$ cat config.mk
export PLATFORM = sky130hd
export DESIGN_NAME = viterbi_dec_k3
export DESIGN_NICKNAME = d
export VERILOG_FILES = /design/src/rtl/viterbi_dec_k3.sv
export SDC_FILE = /design/constraint.sdc
export NUM_CORES = 1
export LEC_CHECK = 0
export BUFFER_PORTS_ARGS = -buffer_cell sky130_fd_sc_hd__buf_4
export CAP_MARGIN = 20
export CORE_ASPECT_RATIO = 1.25
export CORE_MARGIN = 2
export CORE_UTILIZATION = 65
export DETAILED_ROUTE_END_ITERATION = 16
export GPL_TIMING_DRIVEN = 0
export PLACE_DENSITY = 0.82
export SLEW_MARGIN = 20
export SYNTH_ARGS = -nofsm -noshare
export SYNTH_HDL_FRONTEND = slang
export SYNTH_SLANG_ARGS = --single-unit
$ cat constraint.sdc
create_clock -name i_clk -period 9.03 [get_ports i_clk]
set_input_delay 0.4515 -clock i_clk [delete_from_list [all_inputs] [get_ports i_clk]]
set_output_delay 0.4515 -clock i_clk [all_outputs]
set_load 0.02 [all_outputs]
$ cat src/rtl/viterbi_dec_k3.sv
// Hard-decision Viterbi decoder for the K=3 (7,5) code: one ACS step per accepted
// symbol, full-frame traceback into an output buffer, then in-order bit emission.
module viterbi_dec_k3 #(
  parameter int FRAME_LEN = 16,
  parameter int PM_W      = 5
) (
  input  logic       i_clk,
  input  logic       i_rst_n,
  input  logic       i_valid,
  input  logic [1:0] i_data,
  output logic       o_ready,
  output logic       o_valid,
  output logic       o_bit,
  output logic       o_last,
  input  logic       i_ready,
  output logic [1:0] o_dbg_state
);

  localparam int CNT_W = $clog2(FRAME_LEN + 1);
  localparam int SA_W  = $clog2(FRAME_LEN);
  localparam int OUT_N = FRAME_LEN - 2;
  localparam int IDX_W = (OUT_N > 1) ? $clog2(OUT_N) : 1;

  localparam logic [CNT_W-1:0] CNT_DONE = CNT_W'(FRAME_LEN);
  localparam logic [CNT_W-1:0] CNT_TOP  = CNT_W'(FRAME_LEN - 1);
  localparam logic [CNT_W-1:0] CNT_OUTN = CNT_W'(OUT_N);
  localparam logic [IDX_W-1:0] IDX_LAST = IDX_W'(OUT_N - 1);

  localparam logic [PM_W-1:0]        PM_MAX  = '1;
  localparam logic [3:0][PM_W-1:0]   PM_INIT = {PM_MAX, PM_MAX, PM_MAX, {PM_W{1'b0}}};

  typedef enum logic [1:0] {
    S_IDLE  = 2'd0,
    S_ACS   = 2'd1,
    S_TRACE = 2'd2,
    S_OUT   = 2'd3
  } state_e;

  state_e                  state_q, state_d;
  logic [CNT_W-1:0]        cnt_q, cnt_d;
  logic [IDX_W-1:0]        idx_q, idx_d;
  logic [1:0]              tstate_q, tstate_d;
  logic [3:0][PM_W-1:0]    pm_q, pm_d;
  logic [OUT_N-1:0]        obuf_q, obuf_d;
  logic [3:0]              surv_q [FRAME_LEN];
  logic                    surv_we;

  logic [3:0][PM_W-1:0]    pm_cur, pm_acs, pm_norm;
  logic [3:0]              surv_new;
  logic [PM_W-1:0]         c0, c1, m_lo, m_hi, m_min;
  logic [1:0]              ns_b;
  logic                    surv_bit;

  // Expected symbol for input u leaving state {d1,d2} is {u^d2, u^d1^d2}.
  function automatic logic [1:0] branch_metric(input logic [1:0] rx, input logic u,
                                               input logic d1, input logic d2);
    logic [1:0] diff;
    diff = rx ^ {u ^ d2, u ^ d1 ^ d2};
    return {1'b0, diff[1]} + {1'b0, diff[0]};
  endfunction

  function automatic logic [PM_W-1:0] sat_add(input logic [PM_W-1:0] a, input logic [1:0] b);
    logic [PM_W:0] s;
    s = {1'b0, a} + {{(PM_W-1){1'b0}}, b};
    return s[PM_W] ? PM_MAX : s[PM_W-1:0];
  endfunction

  // The first symbol of a frame always starts from the known encoder state 0.
  assign pm_cur      = (state_q == S_IDLE) ? PM_INIT : pm_q;
  assign o_dbg_state = state_q;

  always_comb begin
    pm_acs   = '0;
    surv_new = '0;
    c0       = '0;
    c1       = '0;
    ns_b     = '0;
    for (int ns = 0; ns < 4; ns++) begin
      ns_b = 2'(ns);
      c0 = sat_add(pm_cur[{ns_b[0], 1'b0}], branch_metric(i_data, ns_b[1], ns_b[0], 1'b0));
      c1 = sat_add(pm_cur[{ns_b[0], 1'b1}], branch_metric(i_data, ns_b[1], ns_b[0], 1'b1));
      if (c1 < c0) begin
        pm_acs[ns_b]   = c1;
        surv_new[ns_b] = 1'b1;
      end else begin
        pm_acs[ns_b]   = c0;
        surv_new[ns_b] = 1'b0;
      end
    end
    m_lo  = (pm_acs[1] < pm_acs[0]) ? pm_acs[1] : pm_acs[0];
    m_hi  = (pm_acs[3] < pm_acs[2]) ? pm_acs[3] : pm_acs[2];
    m_min = (m_hi < m_lo) ? m_hi : m_lo;
    for (int s = 0; s < 4; s++) begin
      pm_norm[s] = pm_acs[s] - m_min;
    end
  end

  assign surv_bit = surv_q[cnt_q[SA_W-1:0]][tstate_q];

  // Handshake: a symbol is consumed on a rising edge where i_valid && o_ready;
  // a decoded bit is consumed on a rising edge where o_valid && i_ready, and
  // o_bit/o_last hold their value until that happens.
  always_comb begin
    state_d  = state_q;
    cnt_d    = cnt_q;
    idx_d    = idx_q;
    tstate_d = tstate_q;
    pm_d     = pm_q;
    obuf_d   = obuf_q;
    surv_we  = 1'b0;
    o_ready  = 1'b0;
    o_valid  = 1'b0;
    o_bit    = 1'b0;
    o_last   = 1'b0;
    case (state_q)
      S_IDLE: begin
        o_ready = 1'b1;
        pm_d    = PM_INIT;
        if (i_valid) begin
          pm_d    = pm_norm;
          surv_we = 1'b1;
          cnt_d   = CNT_W'(1);
          state_d = S_ACS;
        end
      end
      S_ACS: begin
        // The cycle after the final symbol is a turnaround: no further intake.
        if (cnt_q == CNT_DONE) begin
          state_d  = S_TRACE;
          cnt_d    = CNT_TOP;
          tstate_d = 2'b00;
        end else begin
          o_ready = 1'b1;
          if (i_valid) begin
            pm_d    = pm_norm;
            surv_we = 1'b1;
            cnt_d   = cnt_q + CNT_W'(1);
          end
        end
      end
      S_TRACE: begin
        if (cnt_q < CNT_OUTN) begin
          obuf_d[cnt_q[IDX_W-1:0]] = tstate_q[1];
        end
        tstate_d = {tstate_q[0], surv_bit};
        if (cnt_q == '0) begin
          state_d = S_OUT;
          idx_d   = '0;
        end else begin
          cnt_d = cnt_q - CNT_W'(1);
        end
      end
      S_OUT: begin
        o_valid = 1'b1;
        o_bit   = obuf_q[idx_q];
        o_last  = (idx_q == IDX_LAST);
        if (i_ready) begin
          if (idx_q == IDX_LAST) begin
            state_d = S_IDLE;
            cnt_d   = '0;
            idx_d   = '0;
          end else begin
            idx_d = idx_q + IDX_W'(1);
          end
        end
      end
      default: state_d = S_IDLE;
    endcase
  end

  always_ff @(posedge i_clk or negedge i_rst_n) begin
    if (!i_rst_n) begin
      state_q  <= S_IDLE;
      cnt_q    <= '0;
      idx_q    <= '0;
      tstate_q <= '0;
      pm_q     <= PM_INIT;
      obuf_q   <= '0;
    end else begin
      state_q  <= state_d;
      cnt_q    <= cnt_d;
      idx_q    <= idx_d;
      tstate_q <= tstate_d;
      pm_q     <= pm_d;
      obuf_q   <= obuf_d;
    end
  end

  // Survivor memory is only ever read at steps written in the current frame.
  always_ff @(posedge i_clk) begin
    if (surv_we) begin
      surv_q[cnt_q[SA_W-1:0]] <= surv_new;
    end
  end

endmodule
==> run_results.csv <==
group,metric,value,unit
global_route,overflow,0,
clock_tree,clockBufferDepth,2,
synth,synth.distinct_cells,91,
placement,dp_hpwl,17.1,mm
clock_tree,cts_tree,"yes",
critical_path,crit_type,"reg -> reg",
cells_and_area,antenna_cells,0,
critical_path,cpMostUsedCell,"ha_1",
sta,setup_viol,0,
sta,worstMarginPinSlew,0.866,ns
placement,port_buffers,11,
sta,slew-limit-headroom,42.3,%
clock_tree,cts.clk_slew.worst_paths,0.08,ns
die,die_w,106,µm
flow_run,cap_viol_max_count,0,
cells_and_area,seq_area,0.00312,mm²
sta,postLayoutSetupSlackWorst,0.256,ns
cells_and_area,multi_input_comb_area,0.00508,mm²
die,coreArea,0.0127,mm²
global_route,grt_pass1_vias,7108,
global_route,grt_pass1_wl,36.6,mm
global_route,antenna_found_initial,0,
synth,synth_top_area_share,22.8,%
synth,syn_area_per_cell,10.2,µm²
sta,period_needed,8.77,ns
sta,slew_viol_final,0,
die,die-area,0.0139,mm²
routing,wl_per_cell,22.8,µm
clock_tree,clk_latency,0.36,ns
cells_and_area,fillers,836,
routing,routed_wl,23.6,mm
die,ios,12,
critical_path,slowest_delay,0.61,ns
synth,syn-cell-area,0.00843,mm²
synth,yosysTopAreaCell,"edfxtp_1",
synth,synth_top_flop_cell,"edfxtp_1",
cells_and_area,final_cells,1037,
critical_path,required,9.26,ns
routing,drc,0,
synth,ys_ff_latch,111,
routing,firstDrtPassIters,7,
synth,synthArstFlopShare,42.3,%
critical_path,crit_path_end_kind,"register",
synth,synthTopCellsByArea,"edfxtp_1 23%, dfrtp_1 9.5%, ha_1 9.2%",
synth,syn_nets,898,
run_status,status,"complete, no violations",
critical_path,worst_path_max_delay_cell,"or4_4",
sta,fin_crit_sh,97.2,%
die,rows,46,
critical_path,startpoint_type,"register",
clock_tree,cts_made_buffers,9,
cells_and_area,syn_to_final_growth,10.4,%
critical_path,rrSetupSlack,0.26,ns
worst_hold_path,hp-class,"in -> async",
routing,via_count,7100,
die,start_util,66.5,%
synth,synth_seq_area_share,37.0,%
clock_tree,clock_sinks,111,
sta,max_clock_freq,0.114,GHz
placement,dp_cells,1004,
synth,synth_edf_count,64,
routing,postRouteAntennaNets,0,
critical_path,critical_path_peak_fanout,10,
synth,synth_cells,825,
clock_tree,cts_root_buf,"clkbuf_16",
critical_path,cp.arrival,9.01,ns
global_route,grtUsageTotal,33.9,%
global_route,grt_max_degree,48,
cells_and_area,final_layout_size_suffix_gt1_share,22.8,%
routing,drt_iter0_markers,702,
placement,pre_cts_ws,-1.34,ns
cells_and_area,final_nets,937,
placement,gp_congestion,0.973,
sta,hold_violations,0,
clock_tree,h-tree-depth,3,
die,die_y,131,µm
sta,finClkSkew,0.00925,ns
routing,vias_per_cell,6.85,
synth,yosys_warnings,0,
## cell type report
class | count | area share, %
sequential | 111 | 33.5
buffer | 40 | 2.33
clock buffer | 9 | 2.42
clock inverter | 7 | 0.619
multi-input combinational | 625 | 54.6
inverter | 50 | 2.07
tap | 168 | 2.26
timing repair buffer | 27 | 2.18
## per-layer routing
layer / global-route usage (%) / vias up / wire length, µm
met3: 3.87 / 117 / 1530
met1: 37.9 / 3432 / 8140
met5: 0 / - / 0
met4: 23.3 / 0 / 1740
met2: 59.6 / 403 / 12200
li1: - / 3148 / -
## cell usage after synthesis, drive strengths merged (11+ instances only)
master   n
nor2    77
nor2b   12
and2    11
mux4    23
inv     49
nand2   61
dfrtp   32
edfxtp  64
xnor2   21
buf     22
clkbuf  19
or2     12
ha      62
dfstp   15
a31oi   13
a21o    19
o21ai   39
a21oi   57
mux2i   15
mux2    22
nand3   13
nor3    19
nand2b  11
a211oi  14
## stage by stage
step | instance area (µm²) | util, % | TNS, ns | hold WS [ns]
floorplan | 8430 | - | 0 | 0.156
global placement | 8720 | 68.9 | -10.37 | 0.461
detailed placement | 8720 | 68.9 | -17.16 | 0.475
CTS | 9120 | 72.0 | 0 | 0.131
global route | 9300 | 73.5 | -0.110 | 0.157
finish | 9300 | 73.5 | 0 | 0.115
## timing repair
action | 4_1_cts | 5_1_grt
cloned | 2 | 0
buffers inserted | 7 | 9
pin swaps | 6 | 10
hold buffers | 0 | 0
gates resized for setup | 16 | 33
setup endpoints to repair | 20 | 16
## path summary, 6_finish.rpt
kind	from	to	depth (start not counted)
setup / recovery	o_dbg_state[1]	pm_q[4]	36
hold / removal	i_rst_n	obuf_q[5]	1
setup reg to reg	o_dbg_state[1]	pm_q[4]	36
hold reg to reg	pm_q[0]	pm_q[0]	2
max in group asynchronous	i_rst_n	pm_q[2]	1
min in group i_clk	pm_q[0]	pm_q[0]	2
## cells in the final DEF (no fill, tap or decap), drive strengths merged, types with 14 or more instances in the layout
| master | synthesis | final |
|---|---|---|
| mux4 | 23 | 23 |
| xnor2 | 21 | 21 |
| mux2 | 22 | 22 |
| nand2 | 61 | 61 |
| clkbuf | 19 | 27 |
| mux2i | 15 | 15 |
| inv | 49 | 51 |
| a21o | 19 | 19 |
| ha | 62 | 62 |
| a21oi | 57 | 57 |
| dfstp | 15 | 15 |
| buf | 22 | 49 |
| o21ai | 39 | 39 |
| nor3 | 19 | 19 |
| a211oi | 14 | 14 |
| nor2 | 77 | 77 |
| edfxtp | 64 | 64 |
| dfrtp | 32 | 32 |
## critical path: cells and delay by family (launching register included)
family / cells / cell delay [ns]
fa+ha+maj: 8 / 2.49
simple gates: 3 / 1.03
compound gates: 15 / 2.91
flops: 1 / 0.41
buf+inv: 8 / 1.26
xor+xnor: 1 / 0.20
mux: 1 / 0.31
## cell families (layout without fill, tap and decap cells)
kind of cell,count (synthesis),after routing,synth area share (%)
multiplexers,60,60,11.0
adder cells (fa/ha/maj),74,74,11.3
AND/OR/NAND/NOR,239,240,13.6
AO/OA/AOI/OAI,223,224,19.6
buffers and inverters,91,133,4.71
flip-flops,111,111,37.0
XOR/XNOR,27,27,2.81
## flip-flops by register name, summed over array words and instances (netlist names)
name,flops
cnt_q,5
idx_q,4
o_dbg_state,2
obuf_q,14
pm_q,20
surv_q,64
tstate_q,2
Power is left out: the tool's default activity adds up to more than one toggle a clock period on the data nets, which glitch-free logic cannot reach.
